`config.mk`:
```
export PLATFORM = sky130hd
export DESIGN_NAME = rv32m_divider
export DESIGN_NICKNAME = d
export VERILOG_FILES = /design/src/rtl/rv32m_divider.sv
export SDC_FILE = /design/constraint.sdc
export NUM_CORES = 1
export LEC_CHECK = 0
export ABC_CLOCK_PERIOD_IN_PS = 9500
export BUFFER_PORTS_ARGS = -buffer_cell sky130_fd_sc_hd__buf_2
export CORE_MARGIN = 4
export CORE_UTILIZATION = 45
export CTS_CLUSTER_SIZE = 12
export DETAILED_ROUTE_END_ITERATION = 10
export GPL_TIMING_DRIVEN = 0
export PLACE_DENSITY_LB_ADDON = 0.2
export SETUP_SLACK_MARGIN = 0.5
export SYNTH_ARGS = -nofsm -noshare
export SYNTH_HDL_FRONTEND = slang
export SYNTH_SLANG_ARGS = --single-unit
```
`constraint.sdc`:
```
create_clock -name clk -period 9.5 [get_ports clk]
set_input_delay 1.9 -clock clk [delete_from_list [all_inputs] [get_ports clk]]
set_output_delay 1.9 -clock clk [all_outputs]
set_load 0.005 [all_outputs]
```
`src/rtl/rv32m_divider.sv`:
```
// rv32m_divider: RV32M DIV/DIVU/REM/REMU, restoring radix-2 iterative divider.
// One quotient bit per cycle on operand magnitudes; sign fix-up and the
// divide-by-zero / signed-overflow special results are applied when the
// result register is written.
// Build option: define DIV_FAST_SPECIAL_EN to send divide-by-zero and signed
// overflow straight from IDLE to DONE (done in cycle 2) instead of running
// the full 32 iterations. Result values are the same in both builds.
module rv32m_divider (
    input  logic        clk,
    input  logic        rst,
    input  logic        start,
    input  logic [1:0]  op,
    input  logic [31:0] a,
    input  logic [31:0] b,
    input  logic        flush,
    output logic        busy,
    output logic        done,
    output logic [31:0] result
);

`ifdef DIV_FAST_SPECIAL_EN
    localparam bit FAST_SPECIAL = 1'b1;
`else
    localparam bit FAST_SPECIAL = 1'b0;
`endif

    localparam logic [1:0] S_IDLE = 2'd0;
    localparam logic [1:0] S_RUN  = 2'd1;
    localparam logic [1:0] S_DONE = 2'd2;

    logic [1:0]  state;
    logic [4:0]  cnt;
    logic [1:0]  op_r;
    logic [31:0] a_r, b_r;
    logic [31:0] rem_r;   // partial remainder (always < divisor, so 32 bits hold it)
    logic [31:0] quo_r;   // dividend magnitude shifted out, quotient bits shifted in
    logic [31:0] dvs_r;   // divisor magnitude

    logic [32:0] shifted, diff;
    logic        qbit;
    logic [31:0] rem_nx, quo_nx;
    logic [31:0] a_mag, b_mag;
    logic        special_in;

    // Final result: sign correction on magnitudes, then special-case overrides.
    // op[0]=0 is signed, op[1]=1 selects remainder.
    function automatic logic [31:0] fixup(input logic [1:0] o, input logic [31:0] x,
                                          input logic [31:0] y, input logic [31:0] qm,
                                          input logic [31:0] rm);
        logic        sgn;
        logic [31:0] q, r;
        sgn = ~o[0];
        q   = (sgn && (x[31] ^ y[31])) ? -qm : qm;
        r   = (sgn && x[31]) ? -rm : rm;
        if (y == 32'd0) begin
            q = 32'hFFFF_FFFF;
            r = x;
        end else if (sgn && x == 32'h8000_0000 && y == 32'hFFFF_FFFF) begin
            q = 32'h8000_0000;
            r = 32'd0;
        end
        return o[1] ? r : q;
    endfunction

    // Operand magnitudes and early-out detection on the incoming request.
    always_comb begin
        a_mag      = (~op[0] & a[31]) ? -a : a;
        b_mag      = (~op[0] & b[31]) ? -b : b;
        special_in = (b == 32'd0) ||
                     (~op[0] && a == 32'h8000_0000 && b == 32'hFFFF_FFFF);
    end

    // One restoring step: 33-bit shift-in, trial subtract, keep if non-negative.
    always_comb begin
        shifted = {rem_r, quo_r[31]};
        diff    = shifted - {1'b0, dvs_r};
        qbit    = ~diff[32];
        rem_nx  = qbit ? diff[31:0] : shifted[31:0];
        quo_nx  = {quo_r[30:0], qbit};
    end

    // Control FSM and datapath registers.
    always_ff @(posedge clk or posedge rst) begin
        if (rst) begin
            state  <= S_IDLE;
            cnt    <= 5'd0;
            op_r   <= 2'd0;
            a_r    <= 32'd0;
            b_r    <= 32'd0;
            rem_r  <= 32'd0;
            quo_r  <= 32'd0;
            dvs_r  <= 32'd0;
            result <= 32'd0;
        end else begin
            case (state)
                S_IDLE: begin
                    if (start && !flush) begin
                        op_r  <= op;
                        a_r   <= a;
                        b_r   <= b;
                        cnt   <= 5'd0;
                        rem_r <= 32'd0;
                        quo_r <= a_mag;
                        dvs_r <= b_mag;
                        if (FAST_SPECIAL && special_in) begin
                            result <= fixup(op, a, b, 32'd0, 32'd0);
                            state  <= S_DONE;
                        end else begin
                            state  <= S_RUN;
                        end
                    end
                end
                S_RUN: begin
                    if (flush) begin
                        state <= S_IDLE;
                    end else begin
                        rem_r <= rem_nx;
                        quo_r <= quo_nx;
                        cnt   <= cnt + 5'd1;
                        if (cnt == 5'd31) begin
                            result <= fixup(op_r, a_r, b_r, quo_nx, rem_nx);
                            state  <= S_DONE;
                        end
                    end
                end
                S_DONE:  state <= S_IDLE;
                default: state <= S_IDLE;
            endcase
        end
    end

    // Status outputs decoded from state.
    always_comb begin
        busy = (state != S_IDLE);
        done = (state == S_DONE);
    end

endmodule
```
=== Yosys cells after proc, flatten, opt, wreduce, memory -nomap -nowiden ===
Cells that the tools add are included.

* Input bits: 70
* Register bits after elaboration: 201
* Word-level logic and storage cells: 67
* Bits in latches: 0
* Memories kept: 0
* Bits in read-only memories: 0
* Bits in writable memories: 0

* Div/mod/pow operators: 0
* Order comparisons: 0
* Eq/ne operators: 8
* Shift operators: 0
* Multipliers: 0
* Muxes and demuxes: 23
* Bitwise operators: 7
* Reduce and logical (&&, ||, !) cells: 14
* $add $sub $neg: 6

{| class="wikitable"
|+ Operator list
! cell !! number
|-
| 2-to-1 mux 32 bit || 14
|-
| negation 32 bit || 4
|-
| case mux 32 bit (2 select lines) || 2
|-
| equality test 32 bit, second input constant || 2
|-
| subtractor 33 x 32 -> 33 bit || 1
|-
| zero test 32 bit || 1
|-
| 2-to-1 mux 5 bit || 2
|-
| case mux 5 bit (2 select lines) || 1
|-
| 2-to-1 mux 2 bit || 3
|-
| AND reduction 3 bit || 2
|-
| adder 5 x 1 -> 5 bit, second input constant || 1
|-
| equality test 5 bit, second input constant || 1
|-
| logical AND 1 bit || 5
|-
| inequality test 2 bit, second input constant || 2
|-
| inverter 1 bit || 4
|-
| case mux 2 bit (2 select lines) || 1
|-
| AND reduction 2 bit || 2
|-
| nonzero test 2 bit || 2
|-
| inequality test 3 bit, second input constant || 1
|-
| AND 1 bit || 2
|-
| equality test 2 x 1 -> 1 bit, second input constant || 1
|-
| equality test 2 bit, second input constant || 1
|-
| zero test 2 bit || 1
|-
| zero test 1 bit || 1
|-
| XOR 1 bit || 1
|}

=== Logic depth before layout (Yosys ltp) ===
* Depth in word-level cells: 7
* Gate-level depth with buffers: 26

=== Worst setup path before layout ===
No wires, ideal clock.

* Path kind: register -> register
* From: register quo_r[31]
* To: register result[28]
* Cell stages (with the launch flop): 24
* Arrival: 4.704 ns
* Slack: 4.664 ns
* Clock period less this slack: 4.836 ns
* Library setup time: 0.132 ns
* Cells stage by stage: dfrtp_1 -> inv_1 -> ha_1 -> inv_1 -> fa_1 -> a211oi_1 -> o211ai_2 -> nand2_1 -> a211oi_2 -> o21a_1 -> buf_2 -> nor2_2 -> buf_2 -> buf_2 -> buf_4 -> mux2i_1 -> ha_1 -> clkbuf_1 -> o21ai_0 -> and4bb_4 -> a41oi_2 -> xnor2_1 -> a221oi_1 -> nor3_2

* Longest elaborated chain between the ends: 7
* Elaborated cells between the ends (all ways): 12
* Classes of those cells: 3 x add/sub; 8 x mux; 1 x bitwise

{| class="wikitable"
|+ RTL lines
! item !! RTL line !! RTL
|-
| start, declared || 36 || <nowiki>logic [31:0] quo_r;</nowiki>
|-
| start signal, assigned || 103 || <nowiki>quo_r <= a_mag;</nowiki>
|-
| start signal, assigned || 118 || <nowiki>quo_r <= quo_nx;</nowiki>
|-
| subtractor 33 x 32 -> 33 bit || 76 || <nowiki>diff = shifted - {1'b0, dvs_r};</nowiki>
|-
| 2-to-1 mux 32 bit or inverter 1 bit (tied branches) || 78, 77 ||
|-
| negation 32 bit (on tied branches) || 54, 53 ||
|-
| 2-to-1 mux 32 bit (on tied branches) || 54, 53 ||
|-
| 2-to-1 mux 32 bit || 58 || <nowiki>end else if (sgn && x == 32'h8000_0000 && y == 32'hFFFF_FFFF) begin</nowiki>
|-
| 2-to-1 mux 32 bit || 55 || <nowiki>if (y == 32'd0) begin</nowiki>
|-
| 2-to-1 mux 32 bit * || 62 || <nowiki>return o[1] ? r : q;</nowiki>
|-
| end signal, assigned || 106 || <nowiki>result <= fixup(op, a, b, 32'd0, 32'd0);</nowiki>
|-
| end signal, assigned || 121 || <nowiki>result <= fixup(op_r, a_r, b_r, quo_nx, rem_nx);</nowiki>
|-
| end, declared || 18 || <nowiki>output logic [31:0] result</nowiki>
|}

Every way passes the cells marked *; elsewhere a longest branch is shown, timed or not.
A chain may end at the register's enable or synchronous reset.

=== Worst setup path after layout ===
* From: register b_r[0]
* To: register result[24]

* Longest elaborated chain between the ends: 5
* Elaborated cells between the ends (all ways): 8
* Classes of those cells: 1 x eq/ne; 5 x mux; 2 x reduce/logical

{| class="wikitable"
|+ RTL lines
! item !! RTL line !! RTL
|-
| start, declared || 34 || <nowiki>logic [31:0] a_r, b_r;</nowiki>
|-
| start signal, assigned || 89 || <nowiki>b_r <= 32'd0;</nowiki>
|-
| start signal, assigned || 100 || <nowiki>b_r <= b;</nowiki>
|-
| equality test 32 bit || 58 ||
|-
| logical AND 1 bit || 58 ||
|-
| 2-to-1 mux 32 bit || 58 ||
|-
| 2-to-1 mux 32 bit || 55 ||
|-
| 2-to-1 mux 32 bit * || 62 ||
|}

Marked as above.

==> impl_metrics.csv <==
group,metric,value,unit
synthesis,syn-instance-count,1690,
clocking,clock_tree.htree_level_count,4,
route,post-route-drc-count,0,
route,vias_per_cell,6.04,
finish,postLayoutCellArea,15200,um^2
clocking,clock-sinks,200,
clocking,clk_latency,450,ps
timing,timing.fmax,151,MHz
floorplanning,die_area,32900,um^2
route,via_count,13400,
floorplanning,die_h,181,um
critical_path,reg2reg_setup_slack,2870,ps
grt,pin_count_of_the_biggest_net_entering_global_routing,114,
critical_path,critPathRequiredTime,9820,ps
grt,via_count_of_the_first_global_routing_pass,12600,
critical_path,critical_path.startpoint_type,"register",
floorplanning,fp.coreArea,29600,um^2
placement,numPortBuffers,103,
grt,antenna_found_initial,0,
synthesis,seq_total_area_yosys,37.0,%
synthesis,yosys_warnings,0,
placement,dp_hpwl,36900,um
finish,area_growth_syn_to_layout,12.3,%
timing,finClkSkew,14.8,ps
synthesis,synth_area,13500,um^2
synthesis,synth_cell_types,83,
critical_path,reg2reg_from,"b_r[0]$_DFFE_PP0P_",
route,wirelength,47000,um
power_and_ir_drop,power_density,301,nW/um^2
timing,finalWorstSetupSlack,2870,ps
clocking,clkSlewWorstSetupHoldPaths,80,ps
clocking,cts_tree,"built",
timing,rsz0062_at_grt,"no",
finish,final_nets,1923,
timing,remaining_max_slew_budget_at_the_tightest_pin,10.9,%
floorplanning,die_width,181,um
clocking,cts_setup_buffers,0,
finish,post-route-util,51.3,%
placement,finalWeightedCongestion,0.952,
synthesis,syn_nets,1799,
synthesis,postSynth.asyncResetShare,100,%
critical_path,ff2ff_path_depth,22,
outcome,outcome,"completed",
route,wl_per_cell,21.2,um
route,drt_pass1_iterations,6,
worst_hold_path,hold_path_end,"result[5]$_DFFE_PP0P_",
timing,timing_hold_violations_final,0,
timing,timing.final.setup_violations,0,
clocking,root_buffer,"clkbuf_16",
worst_hold_path,number_of_cells_on_the_worst_hold_path,2,
critical_path,timing.rr.end,"result[24]$_DFFE_PP0P_",
worst_hold_path,worst_hold_path_type,"reg -> reg",
route,initial_drt_markers,1659,
worst_hold_path,min_from,"result[5]$_DFFE_PP0P_",
grt,grt_pass1_wl,72200,um
clocking,cts-root-to-sink-buffers,2,
critical_path,endpoint_kind,"register",
placement,post-place-ws,3200,ps
synthesis,yosys_most_used_dff,"dfrtp_1",
clocking,cts_resized,0,
clocking,postCtsHoldBufs,0,
job,cap_viol_max_count,0,
grt,overall_routing_resource_usage,27.8,%
timing,period_share,69.8,%
synthesis,syn-mean-instance-area,8.01,um^2
critical_path,worst-setup-path-type,"reg -> reg",
critical_path,cpPeakStageDelay,630,ps
clocking,cts_made_buffers,17,
timing,hold-worst-slack,476,ps
finish,top_library_cells_by_usage_in_the_layout_fill_and_taps_aside,"328 x nand2_1, 200 x dfrtp_1, 169 x o21ai_0, 132 x a21oi_1, 116 x buf_2",
power_and_ir_drop,static-leakage-power,6.75,nW
floorplanning,boundaryPins,104,
floorplanning,start_util,45.7,%
power_and_ir_drop,vdd_drop_max,0.000152,V
finish,n_antenna_cell,0,
floorplanning,num_rows,63,
critical_path,cp_slowest_cell,"buf_1",
timing,final_critical_period,6630,ps
critical_path,worst_ep_arrival_time,6960,ps
critical_path,cp_max_fanout,10,
timing,drv_slew,0,
synthesis,synth-edff-count,0,
placement,dpl-instance-area,14600,um^2
route,antenna_violating_nets_post_route,0,
grt,global_route.overflow_total,0,
synthesis,yosys_register_bits,200,
finish,drive_gt1_share,9.91,%
critical_path,path_cells,"ha_1 -> inv_1 -> fa_1 -> a211oi_1 -> o211ai_2 -> nand2_1 -> a211oi_2 -> nor3_2 -> nor2_2 -> inv_1 -> buf_2 -> buf_1 -> nor2_1 -> a21oi_1 -> ha_1 -> clkbuf_1 -> o21ai_0 -> and4bb_4 -> a31oi_1 -> xnor2_1 -> a221oi_1 -> nor3_1",
timing,worstMarginPinSlew,1320,ps
finish,layout_commonest_cell,"nand2_1",
## worst max-delay path, delay by kind of cell, from the launching register on
family / cells / cell delay (ps)
buffers and inverters: 5 / 1440
and+or+nand+nor: 6 / 1610
DFF: 1 / 560
adders and majority gates: 3 / 900
xor gates and xnor gates: 1 / 190
AOI/OAI and AO/OA: 7 / 1790
## sequential cells by signal, summed over array words and instances, names as in the netlist
name / count
a_r: 32
b_r: 32
quo_r: 32
rem_r: 32
result: 32
dvs_r: 31
cnt: 5
op_r: 2
state: 2
## layout make-up
cell class	count	area (um^2)
plain buffers	94	394
clock buffers	17	425
clock inverters	15	189
fillers	2964	14400
inverters	61	236
multi-input cells	1335	7910
flip-flops and latches	200	5000
well taps	390	488
repair buffers	105	551
## per-stage QoR
stage / power, W / std cells / TNS (ps)
floorplan: 0.00298 / 1690 / 0
global placement: 0.00370 / 2183 / -68410
detailed placement: 0.00372 / 2184 / 0
CTS: 0.00451 / 2216 / 0
global route: 0.00484 / 2217 / 0
finish: 0.00458 / 2217 / 0
## where the power goes
group	internal, W	leakage [nW]	switching, W
Combinational	0.000917	3.87	0.00164
Clock	0.000421	0.294	0.000366
Sequential	0.00102	2.58	0.000205
Total	0.00236	6.75	0.00221
## logic make-up after synthesis
logic type	synth area share, %
muxes	1.64
DFF	37.0
adders and majority gates	3.66
xor gates and xnor gates	8.93
AOI/OAI and AO/OA	22.4
buffers and inverters	4.60
and+or+nand+nor	21.8
## worst max-delay path by stage
| stage | start | to | slack, ps | depth (start not counted) |
|---|---|---|---|---|
| after global placement | rst | rem_r[6]$_DFFE_PP0P_ | -360 | 2 |
| after floorplan | rst | a_r[0]$_DFFE_PP0P_ | 2150 | 1 |
| final | b_r[0]$_DFFE_PP0P_ | result[24]$_DFFE_PP0P_ | 2870 | 22 |
| after CTS | b_r[0]$_DFFE_PP0P_ | result[24]$_DFFE_PP0P_ | 3150 | 22 |
| after global routing | b_r[0]$_DFFE_PP0P_ | result[24]$_DFFE_PP0P_ | 2730 | 22 |
| after detailed placement | b_r[0]$_DFFE_PP0P_ | result[24]$_DFFE_PP0P_ | 3200 | 22 |
## Yosys cell counts (3+ instances only)
| master | count | area (um^2) |
|---|---|---|
| a211oi_1 | 17 | 128 |
| a21boi_0 | 3 | 22.5 |
| a21o_1 | 13 | 97.6 |
| a21oi_1 | 132 | 661 |
| a221oi_1 | 20 | 175 |
| a22oi_1 | 32 | 240 |
| a31oi_1 | 18 | 113 |
| a41oi_1 | 3 | 26.3 |
| and2_1 | 10 | 62.6 |
| and4_1 | 3 | 26.3 |
| buf_1 | 3 | 11.3 |
| buf_2 | 13 | 65.1 |
| clkbuf_1 | 72 | 270 |
| dfrtp_1 | 200 | 5000 |
| ha_1 | 38 | 475 |
| inv_1 | 61 | 229 |
| mux2i_1 | 21 | 210 |
| nand2_1 | 328 | 1230 |
| nand2b_1 | 13 | 81.3 |
| nand3_1 | 16 | 80.1 |
| nand4_1 | 21 | 131 |
| nand4b_1 | 4 | 35.0 |
| nor2_1 | 107 | 402 |
| nor2b_1 | 12 | 75.1 |
| nor3_1 | 48 | 240 |
| nor3b_1 | 5 | 37.5 |
| nor4_1 | 29 | 181 |
| o211ai_1 | 14 | 105 |
| o21a_1 | 7 | 52.6 |
| o21ai_0 | 169 | 846 |
| o21ai_1 | 4 | 20.0 |
| o22ai_1 | 3 | 18.8 |
| o31a_1 | 3 | 26.3 |
| o31ai_1 | 18 | 135 |
| o41ai_1 | 6 | 52.6 |
| or2_2 | 3 | 18.8 |
| or3_1 | 20 | 125 |
| or4_1 | 9 | 67.6 |
| xnor2_1 | 87 | 762 |
| xor2_1 | 51 | 447 |
## metal layers
layer	GRT usage (%)	wire length, um	up-vias
li1	-	-	6245
met1	41.1	21200	6498
met2	42.6	21100	580
met3	4.27	3560	70
met4	7.60	1130	0
met5	0	0	-
Power figures use the tool's default switching activity.
